--- src/rtl/icache_refill_collector.sv ---
// Collects downstream refill beats into cachelines and queues them for the icache data array.
// Optional mid-line txnid consistency check: define ICACHE_REFILL_TXNID_CHK_EN.
module icache_refill_collector #(
   parameter int unsigned BEAT_WIDTH              = 256,
   parameter int unsigned BEATS_PER_LINE          = 2,
   parameter int unsigned FIFO_DEPTH              = 2,
   parameter int unsigned MSHR_ENTRY_INDEX_WIDTH  = 4,
   parameter int unsigned ICACHE_REQ_OPCODE_WIDTH = 4
) (
   input  logic                                   clk,
   input  logic                                   rst,
   input  logic                                   rxbeat_vld,
   output logic                                   rxbeat_rdy,
   input  logic [MSHR_ENTRY_INDEX_WIDTH-1:0]      rxbeat_txnid,
   input  logic [ICACHE_REQ_OPCODE_WIDTH-1:0]     rxbeat_opcode,
   input  logic [BEAT_WIDTH-1:0]                  rxbeat_data,
   output logic                                   line_vld,
   input  logic                                   line_rdy,
   output logic [MSHR_ENTRY_INDEX_WIDTH-1:0]      line_entry_idx,
   // downstream_rxdat_t layout: {opcode, line data}
   output logic [ICACHE_REQ_OPCODE_WIDTH+BEAT_WIDTH*BEATS_PER_LINE-1:0] line_pld,
   output logic                                   txnid_err
);

   localparam int unsigned LINE_WIDTH  = BEAT_WIDTH * BEATS_PER_LINE;
   localparam int unsigned PLD_WIDTH   = ICACHE_REQ_OPCODE_WIDTH + LINE_WIDTH;
   localparam int unsigned ENTRY_WIDTH = MSHR_ENTRY_INDEX_WIDTH + PLD_WIDTH;
   localparam int unsigned CNT_W       = (BEATS_PER_LINE > 1) ? $clog2(BEATS_PER_LINE) : 1;
   localparam int unsigned PTR_W       = (FIFO_DEPTH > 1) ? $clog2(FIFO_DEPTH) : 1;
   localparam int unsigned OCC_W       = $clog2(FIFO_DEPTH + 1);
   localparam logic [CNT_W-1:0] LAST_BEAT = CNT_W'(BEATS_PER_LINE - 1);
   localparam logic [PTR_W-1:0] LAST_SLOT = PTR_W'(FIFO_DEPTH - 1);
   localparam logic [OCC_W-1:0] FULL_OCC  = OCC_W'(FIFO_DEPTH);

   typedef enum logic {IDLE, FILL} state_t;
   state_t state, state_nxt;

   logic [CNT_W-1:0]                   beat_cnt;
   logic [MSHR_ENTRY_INDEX_WIDTH-1:0]  txnid_q, push_txnid;
   logic [ICACHE_REQ_OPCODE_WIDTH-1:0] opcode_q, push_opcode;
   logic [LINE_WIDTH-1:0]              line_buf, line_asm;
   logic [ENTRY_WIDTH-1:0]             fifo_mem [FIFO_DEPTH];
   logic [ENTRY_WIDTH-1:0]             head;
   logic [PTR_W-1:0]                   wptr, rptr;
   logic [OCC_W-1:0]                   occ;
   logic                               first_beat, accept, last_beat, push, pop, full;

   // Ready comes from the registered occupancy only, so a pop never frees a slot for the same cycle.
   assign full       = (occ == FULL_OCC);
   assign rxbeat_rdy = !full;
   assign accept     = rxbeat_vld && rxbeat_rdy;
   assign last_beat  = (beat_cnt == LAST_BEAT);
   assign push       = accept && last_beat;
   assign line_vld   = (occ != '0);
   assign pop        = line_vld && line_rdy;

   always_ff @(posedge clk or posedge rst) begin
      if (rst) state <= IDLE;
      else     state <= state_nxt;
   end

   always_comb begin
      state_nxt = state;
      case (state)
         IDLE:    if (accept && !last_beat) state_nxt = FILL;
         FILL:    if (accept && last_beat)  state_nxt = IDLE;
         default: state_nxt = IDLE;
      endcase
   end

   always_comb begin
      first_beat = (state == IDLE);
   end

   always_ff @(posedge clk or posedge rst) begin
      if (rst) begin
         beat_cnt <= '0;
         txnid_q  <= '0;
         opcode_q <= '0;
      end else if (accept) begin
         beat_cnt <= last_beat ? '0 : beat_cnt + 1'b1;
         if (first_beat) begin
            txnid_q  <= rxbeat_txnid;
            opcode_q <= rxbeat_opcode;
         end
      end
   end

   always_comb begin
      line_asm = line_buf;
      for (int unsigned k = 0; k < BEATS_PER_LINE; k++)
         if (beat_cnt == CNT_W'(k)) line_asm[k*BEAT_WIDTH +: BEAT_WIDTH] = rxbeat_data;
   end

   // A single-beat line pushes in the same cycle it would be latched, so bypass the latch.
   assign push_txnid  = first_beat ? rxbeat_txnid  : txnid_q;
   assign push_opcode = first_beat ? rxbeat_opcode : opcode_q;

   always_ff @(posedge clk) begin
      if (accept) line_buf <= line_asm;
      if (push)   fifo_mem[wptr] <= {push_txnid, push_opcode, line_asm};
   end

   always_ff @(posedge clk or posedge rst) begin
      if (rst) begin
         wptr <= '0;
         rptr <= '0;
         occ  <= '0;
      end else begin
         if (push) wptr <= (wptr == LAST_SLOT) ? '0 : wptr + 1'b1;
         if (pop)  rptr <= (rptr == LAST_SLOT) ? '0 : rptr + 1'b1;
         case ({push, pop})
            2'b10:   occ <= occ + 1'b1;
            2'b01:   occ <= occ - 1'b1;
            default: occ <= occ;
         endcase
      end
   end

   assign head           = fifo_mem[rptr];
   assign line_entry_idx = line_vld ? head[ENTRY_WIDTH-1 -: MSHR_ENTRY_INDEX_WIDTH] : '0;
   assign line_pld       = line_vld ? head[PLD_WIDTH-1:0] : '0;

`ifdef ICACHE_REFILL_TXNID_CHK_EN
   logic err_q;

   // Pulse appears the cycle after the offending beat is accepted.
   always_ff @(posedge clk or posedge rst) begin
      if (rst) err_q <= 1'b0;
      else     err_q <= accept && !first_beat && (rxbeat_txnid != txnid_q);
   end

   assign txnid_err = err_q;
`else
   assign txnid_err = 1'b0;
`endif

endmodule
--- config.mk ---
export PLATFORM = sky130hd
export DESIGN_NAME = icache_refill_collector
export DESIGN_NICKNAME = d
export VERILOG_FILES = /design/src/rtl/icache_refill_collector.sv
export SDC_FILE = /design/constraint.sdc
export NUM_CORES = 2
export LEC_CHECK = 0
export BUFFER_PORTS_ARGS = -buffer_cell sky130_fd_sc_hd__buf_4
export CORE_UTILIZATION = 54
export CTS_BUF_LIST = sky130_fd_sc_hd__clkbuf_4
export CTS_CLUSTER_DIAMETER = 50
export DETAILED_ROUTE_END_ITERATION = 6
export PLACE_DENSITY = 0.78
export SYNTH_ARGS = -nofsm -noshare
export SYNTH_HDL_FRONTEND = slang
export SYNTH_SLANG_ARGS = --single-unit
--- constraint.sdc ---
create_clock -name clk -period 21.7 [get_ports clk]
set_input_delay 2.17 -clock clk [delete_from_list [all_inputs] [get_ports clk]]
set_output_delay 2.17 -clock clk [all_outputs]
set_load 0.05 [all_outputs]
==> run metrics <==
worst skew pair latency 1.19 ns; Crit path top cell by count buf_4; final worst path period need 8.30 ns; syn_area_per_cell 18.5 µm²; Reg clk slew, reported paths 0.07 ns; CP max FO 62; Num CTS Buffers 395; dominant cells by area after synthesis edfxtp_1, mux2_2, mux2i_1; multi-input logic area 13300 µm²; initial core utilization 0.546; DR DRC count 0; count of different cell masters after synthesis 19; total grt overflow 0; share of cells above drive strength 1 0.425; crit path DAT 6.13 ns; Critical Path Slowest Stage Cell buf_4; # setup viols final 0; initial antenna violation count 20; Req. time, crit path 19.53 ns; Area after DPL 68400 µm²; area leader, netlist edfxtp_1; PostCTS Resize Cnt 0; status completed; Max Slew Vio Count 0; die height 339 µm; cts hold-fix bufs 0; crit-path max cell delay 0.90 ns; Fmax 0.120 GHz; Synth Instances 3327; Final ANT Viol Nets 0; Slew @ Worst Pin 1.25 ns; root buffer cell clkbuf_4; DR iter-0 viols 1998; CTS tree built; clock skew 0.130 ns; core area 113000 µm²; HPWL Detailed 82.4 mm; Crit. End Element output port; FF+latch area 46900 µm²; Synth Cell Area 61500 µm²; Longest Clk Path Bufs 4; Sink Count 1565; Die ar. 115000 µm²; num rows 123; Yosys warnings 0; io pins 791; register area share after synthesis 0.763; Cell Chain, Critical Path buf_4, buf_4, buf_4, buf_4, mux2i_1, nor2_1, buf_4; routed vias/inst 5.34; dominant delay contributor by cell family on the critical path buffers and inverters; relative slew slack 0.166; part of the cycle the worst path needs 0.383; total number of vias 32997; syn nets 3596; Buf/Inv on CP 5; critical path class flip-flop to output port; share of Yosys cell area claimed by the top area cell type 0.758; RePlAce Congestion 0.796; number of global-route vias before repair 34036; port bufs 789; H-tree levels 5; largest net degree at the start of global routing 165; Total GRT Usage 0.226; RSZ-0062 raised after global routing false; First-pass DRT Iterations 4; Die X 339 µm; Hold/Removal Path Class flip-flop to flip-flop; final number of hold-violating endpoints 0; final instance area 73300 µm²; Worst setup SP type flip-flop; Routed WL per cell 21.5 µm; maxcap violations 0; first-pass GRT wire length 199 mm; setup bufs post-CTS 0; Yosys reg bits 1565; # fillers 7736; Final #Nets 4650; synth-to-layout area growth 19.2%; total wire length 133 mm
[kinds of logic (layout without fill, tap and decap cells)]
family	after synthesis	after routing	synth area share
flops	1565	1565	0.763
simple gates	529	529	0.0328
xor+xnor	6	6	0.000855
other cells	1	13	0.0000610
fa+ha+maj	1	1	0.000203
mux	1048	1048	0.181
buf+inv	177	1514	0.0216
[layout make-up]
| class | instances | share of cell area |
|---|---|---|
| repair buffers | 831 | 0.0860 |
| diodes | 12 | 0.000410 |
| flip-flops and latches | 1565 | 0.640 |
| multi-input cells | 1585 | 0.181 |
| inverters | 3 | 0.000154 |
| well taps | 1500 | 0.0256 |
| clock buffers | 590 | 0.0604 |
| clock inverters | 90 | 0.00623 |
[flip-flops by register name, indices dropped and copies added (netlist names)]
register / cells
beat_cnt: 1
fifo_mem: 1040
line_buf: 512
occ: 2
opcode_q: 4
rptr: 1
txnid_q: 4
wptr: 1
[cells in the mapped netlist]
cell type	count
nand3b_4	1
dfrtp_1	13
clkbuf_1	2
conb_1	1
buf_4	60
inv_1	3
mux2i_1	520
nand2b_2	1
nor2_2	1
buf_2	64
edfxtp_1	1552
nor2_1	523
and2_1	2
ha_1	1
buf_6	48
xor2_1	3
mux2_2	528
nand3_1	1
xnor2_1	3
[metal layers]
metal  up-vias  wire [µm]  global-route usage
li1      15029          -                   -
met1     16622      50000               0.264
met2      1107      68400               0.377
met3       223      10200              0.0766
met4        16       4330               0.103
met5         -        113                   0
[placed cells by master, fill, tap and decap left out]
cell / synthesis / layout
conb_1: 1 / 1
clkinv_2: 0 / 9
edfxtp_1: 1552 / 1552
inv_6: 0 / 1
inv_1: 3 / 3
clkbuf_4: 0 / 590
xor2_1: 3 / 3
clkinvlp_4: 0 / 5
nor2_4: 0 / 3
inv_2: 0 / 5
clkinv_1: 0 / 66
diode_2: 0 / 12
nand3_1: 1 / 1
clkinv_4: 0 / 1
nand2b_2: 1 / 1
ha_1: 1 / 1
mux2i_1: 520 / 520
and2_1: 2 / 1
buf_4: 60 / 826
bufinv_16: 0 / 3
dfrtp_1: 13 / 11
dfrtp_4: 0 / 2
nor2_1: 523 / 521
xnor2_1: 3 / 3
mux2_2: 528 / 528
buf_12: 0 / 5
and2_4: 0 / 1
nand3b_4: 1 / 1
[per-stage QoR]
stage | setup TNS (ns) | setup WS, ns | util | std cells | hold slack, ns
2_1_floorplan | -3724.32 | -3.58 | - | 3327 | 0.468
3_3_place_gp | 0 | 14.67 | 0.607 | 5484 | 0.481
3_5_place_dp | 0 | 14.64 | 0.607 | 5484 | 0.494
4_1_cts | 0 | 13.24 | 0.650 | 6164 | 0.494
5_1_grt | 0 | 13.01 | 0.651 | 6176 | 0.511
6_report | 0 | 13.40 | 0.651 | 6176 | 0.482
[worst paths after layout]
path                                     to     startpoint  slack (ns)  cells past startpoint
hold / removal             fifo_mem[0][119]  line_buf[119]        0.48                      1
setup / recovery              line_pld[121]           rptr       13.40                      7
min in group asynchronous            occ[0]            rst        1.04                      2
setup reg to reg              line_buf[268]         occ[0]       16.10                      6
max in group asynchronous          beat_cnt            rst       20.13                      2
hold reg to reg            fifo_mem[0][119]  line_buf[119]        0.48                      1
Power is left out: the tool's default activity adds up to more than one toggle a clock period on the data nets, which glitch-free logic cannot reach.
